`config.mk`:
```
export PLATFORM = sky130hd
export DESIGN_NAME = rect_fill
export DESIGN_NICKNAME = d
export VERILOG_FILES = /design/src/rtl/gpu_pkg.sv /design/src/rtl/rect_walker.sv /design/src/rtl/rect_fill.sv
export SDC_FILE = /design/constraint.sdc
export NUM_CORES = 1
export LEC_CHECK = 0
export BUFFER_PORTS_ARGS = -buffer_cell sky130_fd_sc_hd__buf_2
export CAP_MARGIN = 20
export CORE_ASPECT_RATIO = 1.2
export CORE_MARGIN = 5
export CORE_UTILIZATION = 35
export DETAILED_ROUTE_END_ITERATION = 10
export GPL_TIMING_DRIVEN = 0
export HOLD_SLACK_MARGIN = 0.12
export MAX_ROUTING_LAYER = met4
export PLACE_DENSITY = 0.67
export RECOVER_POWER = 50
export SETUP_SLACK_MARGIN = 0.15
export SLEW_MARGIN = 25
export SYNTH_ARGS = -nofsm -noshare
export SYNTH_HDL_FRONTEND = slang
export SYNTH_SLANG_ARGS = --single-unit
export TNS_END_PERCENT = 100
```
`constraint.sdc`:
```
create_clock -name clk -period 4.2 [get_ports clk]
set_clock_uncertainty 0.05 [all_clocks]
set_input_delay 0.63 -clock clk [delete_from_list [all_inputs] [get_ports clk]]
set_output_delay 0.63 -clock clk [all_outputs]
set_load 0.1 [all_outputs]
```
`src/rtl/gpu_pkg.sv`:
```
`default_nettype none
// gpu_pkg: screen geometry, coordinate widths and rect_fill state encoding. Rev 1.0
// RECT_FILL_INVERT_EN adds the READ state used by read-modify-write fills.
package gpu_pkg;

  localparam int DEF_SCREEN_W = 320;
  localparam int DEF_SCREEN_H = 240;
  localparam int X_W          = 9;
  localparam int Y_W          = 8;

  typedef enum logic [1:0] {
    RF_IDLE   = 2'd0,
    RF_WRITE  = 2'd1,
    RF_FINISH = 2'd2
`ifdef RECT_FILL_INVERT_EN
    , RF_READ = 2'd3
`endif
  } rf_state_e;

endpackage
`default_nettype wire

```
`src/rtl/rect_walker.sv`:
```
`default_nettype none
// rect_walker: normalised/clipped rectangle bounds plus a row-major pixel cursor. Rev 1.0
module rect_walker
  import gpu_pkg::*;
#(
  parameter int SCREEN_W = DEF_SCREEN_W,
  parameter int SCREEN_H = DEF_SCREEN_H
) (
  input  logic           clk,
  input  logic           rst,
  input  logic           load_i,
  input  logic           step_i,
  input  logic [X_W-1:0] x0_i,
  input  logic [X_W-1:0] x1_i,
  input  logic [Y_W-1:0] y0_i,
  input  logic [Y_W-1:0] y1_i,
  output logic [X_W-1:0] cur_x_o,
  output logic [Y_W-1:0] cur_y_o,
  output logic           last_o
);

  localparam logic [X_W-1:0] X_MAX = X_W'(SCREEN_W - 1);
  localparam logic [Y_W-1:0] Y_MAX = Y_W'(SCREEN_H - 1);

  logic [X_W-1:0] w_xl, w_xh, w_xl_c, w_xh_c;
  logic [Y_W-1:0] w_yl, w_yh, w_yl_c, w_yh_c;
  logic [X_W-1:0] xl_q, xl_d, xh_q, xh_d, x_q, x_d;
  logic [Y_W-1:0] yl_q, yl_d, yh_q, yh_d, y_q, y_d;

  assign w_xl   = (x0_i < x1_i) ? x0_i : x1_i;
  assign w_xh   = (x0_i < x1_i) ? x1_i : x0_i;
  assign w_yl   = (y0_i < y1_i) ? y0_i : y1_i;
  assign w_yh   = (y0_i < y1_i) ? y1_i : y0_i;
  assign w_xl_c = (w_xl > X_MAX) ? X_MAX : w_xl;
  assign w_xh_c = (w_xh > X_MAX) ? X_MAX : w_xh;
  assign w_yl_c = (w_yl > Y_MAX) ? Y_MAX : w_yl;
  assign w_yh_c = (w_yh > Y_MAX) ? Y_MAX : w_yh;

  always_comb begin
    xl_d = xl_q;
    xh_d = xh_q;
    yl_d = yl_q;
    yh_d = yh_q;
    x_d  = x_q;
    y_d  = y_q;
    if (load_i) begin
      xl_d = w_xl_c;
      xh_d = w_xh_c;
      yl_d = w_yl_c;
      yh_d = w_yh_c;
      x_d  = w_xl_c;
      y_d  = w_yl_c;
    end else if (step_i) begin
      // The caller never steps past the last pixel, so y cannot run beyond yh.
      if (x_q == xh_q) begin
        x_d = xl_q;
        y_d = y_q + 1'b1;
      end else begin
        x_d = x_q + 1'b1;
      end
    end
  end

  always_ff @(posedge clk or negedge rst) begin
    if (!rst) begin
      xl_q <= '0;
      xh_q <= '0;
      yl_q <= '0;
      yh_q <= '0;
      x_q  <= '0;
      y_q  <= '0;
    end else begin
      xl_q <= xl_d;
      xh_q <= xh_d;
      yl_q <= yl_d;
      yh_q <= yh_d;
      x_q  <= x_d;
      y_q  <= y_d;
    end
  end

  assign cur_x_o = x_q;
  assign cur_y_o = y_q;
  assign last_o  = (x_q == xh_q) && (y_q == yh_q);

endmodule
`default_nettype wire

```
`src/rtl/rect_fill.sv`:
```
`default_nettype none
// rect_fill: walks a rectangle row-major and issues per-pixel framebuffer port-B writes. Rev 1.0
// Optional invert (read-modify-write) mode is compiled in with RECT_FILL_INVERT_EN.
module rect_fill
  import gpu_pkg::*;
#(
  parameter int SCREEN_W = DEF_SCREEN_W,
  parameter int SCREEN_H = DEF_SCREEN_H
) (
  input  logic           clk,
  input  logic           rst,
  input  logic           start,
  input  logic [X_W-1:0] x0,
  input  logic [X_W-1:0] x1,
  input  logic [Y_W-1:0] y0,
  input  logic [Y_W-1:0] y1,
  input  logic           color,
`ifdef RECT_FILL_INVERT_EN
  input  logic           invert,
`endif
  input  logic           abort,
  output logic           busy,
  output logic           done,
  output logic [X_W-1:0] x_b,
  output logic [Y_W-1:0] y_b,
  output logic           read_b,
  output logic           write_b,
  output logic           in_b,
  input  logic           out_b,
  input  logic           rdy_b
);

  rf_state_e state_q, state_d;
  logic      busy_q, busy_d;
  logic      done_q, done_d;
  logic      wr_q, wr_d;
  logic      inb_q, inb_d;
  logic      w_load, w_step, w_last;
`ifdef RECT_FILL_INVERT_EN
  logic      rd_q, rd_d;
  logic      inv_q, inv_d;
`endif

  rect_walker #(
    .SCREEN_W (SCREEN_W),
    .SCREEN_H (SCREEN_H)
  ) u_walker (
    .clk     (clk),
    .rst     (rst),
    .load_i  (w_load),
    .step_i  (w_step),
    .x0_i    (x0),
    .x1_i    (x1),
    .y0_i    (y0),
    .y1_i    (y1),
    .cur_x_o (x_b),
    .cur_y_o (y_b),
    .last_o  (w_last)
  );

  always_comb begin
    state_d = state_q;
    busy_d  = busy_q;
    done_d  = 1'b0;
    wr_d    = wr_q;
    inb_d   = inb_q;
    w_load  = 1'b0;
    w_step  = 1'b0;
`ifdef RECT_FILL_INVERT_EN
    rd_d    = rd_q;
    inv_d   = inv_q;
`endif
    case (state_q)
      RF_IDLE: begin
        if (start) begin
          w_load = 1'b1;
          busy_d = 1'b1;
`ifdef RECT_FILL_INVERT_EN
          inv_d  = invert;
          if (invert) begin
            state_d = RF_READ;
            rd_d    = 1'b1;
          end else begin
            state_d = RF_WRITE;
            wr_d    = 1'b1;
            inb_d   = color;
          end
`else
          state_d = RF_WRITE;
          wr_d    = 1'b1;
          inb_d   = color;
`endif
        end
      end
      RF_WRITE: begin
        if (rdy_b) begin
          if (w_last || abort) begin
            state_d = RF_FINISH;
            wr_d    = 1'b0;
            busy_d  = 1'b0;
            done_d  = 1'b1;
          end else begin
            w_step = 1'b1;
`ifdef RECT_FILL_INVERT_EN
            if (inv_q) begin
              state_d = RF_READ;
              wr_d    = 1'b0;
              rd_d    = 1'b1;
            end
`endif
          end
        end
      end
`ifdef RECT_FILL_INVERT_EN
      // Abort is deliberately not checked here: a read is always followed by its write.
      RF_READ: begin
        if (rdy_b) begin
          state_d = RF_WRITE;
          rd_d    = 1'b0;
          wr_d    = 1'b1;
          inb_d   = ~out_b;
        end
      end
`endif
      RF_FINISH: begin
        state_d = RF_IDLE;
      end
      default: begin
        state_d = RF_IDLE;
        busy_d  = 1'b0;
        wr_d    = 1'b0;
`ifdef RECT_FILL_INVERT_EN
        rd_d    = 1'b0;
`endif
      end
    endcase
  end

  always_ff @(posedge clk or negedge rst) begin
    if (!rst) begin
      state_q <= RF_IDLE;
      busy_q  <= 1'b0;
      done_q  <= 1'b0;
      wr_q    <= 1'b0;
      inb_q   <= 1'b0;
`ifdef RECT_FILL_INVERT_EN
      rd_q    <= 1'b0;
      inv_q   <= 1'b0;
`endif
    end else begin
      state_q <= state_d;
      busy_q  <= busy_d;
      done_q  <= done_d;
      wr_q    <= wr_d;
      inb_q   <= inb_d;
`ifdef RECT_FILL_INVERT_EN
      rd_q    <= rd_d;
      inv_q   <= inv_d;
`endif
    end
  end

  assign busy    = busy_q;
  assign done    = done_q;
  assign write_b = wr_q;
  assign in_b    = inb_q;
`ifdef RECT_FILL_INVERT_EN
  assign read_b  = rd_q;
`else
  logic unused_out_b;
  assign unused_out_b = out_b;
  assign read_b       = 1'b0;
`endif

endmodule
`default_nettype wire

```
==> results.md <==
- GRT overflow: 0
- Vias: 2969
- Reg2Reg Depth: 8
- Die ar.: roughly 0.012 mm^2
- WHS Endpoint: u_walker.xl_q[5]
- CTS tree: built
- Post-route minimum period: 2.733 ns
- Worst relative slew slack: -70.58%
- Post_cts resized: 0
- Worst-Skew Late Latency: 0.29 ns
- CP max FO: 10
- Setup Crit Path Kind: in -> reg
- Mean Syn Cell Area: 8.884 um^2
- Postcts setup bufs: 0
- Vias in the first global route: 3085
- CP max-delay cell: a221o_1
- Final Util: a little over two fifths
- Starting density of the core: between 30% and 40%
- Post-synth ARST share: 100.0%
- CTS H-Tree Depth: 2
- Area leader, netlist: dfrtp_1
- Top-area cell type share of the netlist area: 35.58%
- Final WL: 8.633 mm
- Crit path cell chain: buf_2, inv_1, ha_1, a21o_1, a21o_1, a221o_1, a31oi_4, buf_6, mux2i_1, a22oi_1
- Synth Instances: 380
- Failing checks: capacitance limit, slew limit
- DR iter-0 viols: 152
- Outcome: finished, violations left
- Max-cap viol count: 1
- Power per standard cell area: around 760 mW/mm^2
- Root buffer cell: clkbuf_16
- First-pass GRT wire length: around 15 mm
- Hold Path Class: reg -> reg
- Hold path start: u_walker.xl_q[5]
- Total CTS buffers: 5
- Crit-path max cell delay: roughly 0.38 ns
- N_diodes: 0
- Placed cell count: 563
- LEAKAGE: between 1.5 and 2 nW
- Peak supply drop: 0.0007631 V
- Ys flop type: dfrtp_1
- Seq cells post-synth: 48
- Buf/Inv on CP: 3
- Unrepaired setup endpoints after global routing: no
- Post-synthesis sequential area ratio: 35.58%
- Critical Path RT: between 4 and 5 ns
- Startpoint type of the worst setup path: input pin
- Share of post-route cells with drive strength above 1: roughly 17%
- DRT antenna net count: 0
- Final GP Congestion: around 0.90
- Non-filler instance count after layout: 571
- Worst R2R End: u_walker.cur_x_o[7]
- Synth cell types: 45
- Worst-Margin Slew: 2.559 ns
- Setup violators final: 0
- Cell Area, Synth: 0.003376 mm^2
- CP dominant cell by count: a21o_1
- Post-synth EDFFs: 0
- Hold Path Stages: 2
- Residual DRC: 0
- TNS Setup: 0 ns
- Vias/cell: 5.200
- Crit. End Element: register
- Initial antenna violation count: 0
- Synth top area cells: dfrtp_1, mux2i_1, ha_1, xnor2_1, mux2_2
- Reg-to-reg startpoint: u_walker.cur_x_o[2]
- Clk sink count: 48
- Core area: around 0.0095 mm^2
- Hold Buf Count CTS: 0
- Die height: 117.6 um
- Final Hold Fails: 0
- I/O pins: 63
- Nets: about 500
- DRT Pass-1 Iters: 4
- CTS max path bufs: 2
- R2r setup slk: 1.69 ns
- GRT Total Usage: 15.64%
- Die width: between 90 and 100 um
- Input/output buffers: 60
- Final Slew Violations: 49
- Hpwl dp: 6.790 mm
- Wirelength per Cell: between 15 and 20 um
- Fin crit share: 65.06%
- Synth warn: 0
- Area growth from synthesis to layout: 17.38%
- Worst-path clk slew: roughly 0.060 ns
- Delay-heaviest family, CP: compound AO/OA/AOI/OAI gates
- FP Rows: 39
- Synth Net Count: 438
- Crit path DAT: 2.83 ns
- Pin count of the biggest net entering global routing: just under 50
- Max Fclk: 366.0 MHz
==> Yosys cell counts (5+ instances only) <==
| cell | count |
|---|---|
| dfrtp_1 | 48 |
| nand2_1 | 39 |
| nor2_1 | 31 |
| o21ai_0 | 29 |
| mux2i_1 | 24 |
| a21oi_1 | 20 |
| inv_1 | 20 |
| ha_1 | 17 |
| xnor2_1 | 17 |
| mux2_2 | 13 |
| clkbuf_1 | 12 |
| nand2b_1 | 12 |
| o22ai_1 | 9 |
| xor2_1 | 9 |
| nand4_1 | 7 |
| nand3_1 | 6 |
| nor3_1 | 6 |
| a21o_1 | 5 |
| nor4_1 | 5 |
==> registers in the layout, indices dropped and copies added, names as in the netlist <==
| signal | cells |
|---|---|
| u_walker.cur_x_o | 9 |
| write_b | 1 |
| u_walker.cur_y_o | 8 |
| done | 1 |
| in_b | 1 |
| u_walker.xh_q | 9 |
| u_walker.yh_q | 8 |
| u_walker.xl_q | 9 |
| state_q | 2 |
==> power by group <==
group	switching (mW)	total, mW	internal, mW
logic	1.24	1.69	0.447
registers	0.240	0.926	0.686
clock network	0.161	0.398	0.238
total	1.65	3.02	1.37
==> routing by layer <==
metal	GRT usage, %	wire [um]
met1	19.88	3846
met4	4.441	80
met5	-	0
met3	2.608	477
met2	25.59	4228
==> worst max path at each step <==
| stage | endpoint | slack, ns | cells after the start | from |
|---|---|---|---|---|
| 5_1_grt | u_walker.xl_q[6] | 1.01 | 1 | rst |
| 4_1_cts | u_walker.cur_x_o[6] | 1.44 | 10 | x1[6] |
| 3_5_place_dp | u_walker.cur_x_o[6] | 1.14 | 10 | x1[6] |
| 3_3_place_gp | u_walker.cur_x_o[6] | 1.18 | 10 | x1[6] |
| 6_report | u_walker.cur_x_o[6] | 1.47 | 10 | x1[6] |
| 2_1_floorplan | u_walker.xh_q[3] | 1.51 | 9 | x1[6] |
==> metrics by stage <==
| stage | hold slack [ns] | total power, mW | cell area (um^2) | worst slack [ns] |
|---|---|---|---|---|
| floorplan | 0.2844 | 2.265 | 3376 | 1.505 |
| global placement | 0.4059 | 2.608 | 3830 | 1.175 |
| detailed placement | 0.4128 | 2.642 | 3832 | 1.138 |
| CTS | 0.3313 | 3.047 | 3979 | 1.437 |
| global route | 0.4699 | 3.212 | 3963 | 1.011 |
| finish | 0.4264 | 3.016 | 3963 | 1.467 |
==> cell type report <==
cell class | count | area [um^2]
Inverter | 20 | 75.07
Multi-Input combinational cell | 293 | 2003
Fill cell | 980 | 5504
Buffer | 19 | 96.34
Timing Repair Buffer | 60 | 286.5
Sequential cell | 48 | 1201
Tap cell | 123 | 153.9
Clock buffer | 8 | 146.4
==> placed cells by master (no fill, tap or decap), types with 17 or more instances in the layout <==
| cell | Yosys | final |
|---|---|---|
| xnor2_1 | 17 | 17 |
| nand2_1 | 39 | 39 |
| dfrtp_1 | 48 | 48 |
| nor2_1 | 31 | 31 |
| mux2i_1 | 24 | 24 |
| a21oi_1 | 20 | 20 |
| buf_2 | 2 | 51 |
| inv_1 | 20 | 20 |
| clkbuf_1 | 12 | 25 |
| ha_1 | 17 | 17 |
| o21ai_0 | 29 | 29 |
==> logic make-up (layout without fill, tap and decap cells) <==
| kind of cell | Yosys count | in the layout | share of synthesized area, % |
|---|---|---|---|
| AO/OA/AOI/OAI | 87 | 87 | 16.53 |
| multiplexers | 37 | 37 | 11.45 |
| XOR/XNOR | 26 | 26 | 6.746 |
| AND/OR/NAND/NOR | 125 | 125 | 18.20 |
| adder cells (fa/ha/maj) | 17 | 17 | 6.301 |
| buffers and inverters | 39 | 107 | 5.077 |
| flip-flops | 48 | 48 | 35.58 |
| other | 1 | 1 | 0.1111 |
==> tightest hold or removal path, stage by stage, from the launching register on <==
cell and delay (ns):
dfrtp_1 0.33, nand2_1 0.05, o21ai_0 0.06
No activity file was read; power rests on OpenSTA's default activity.
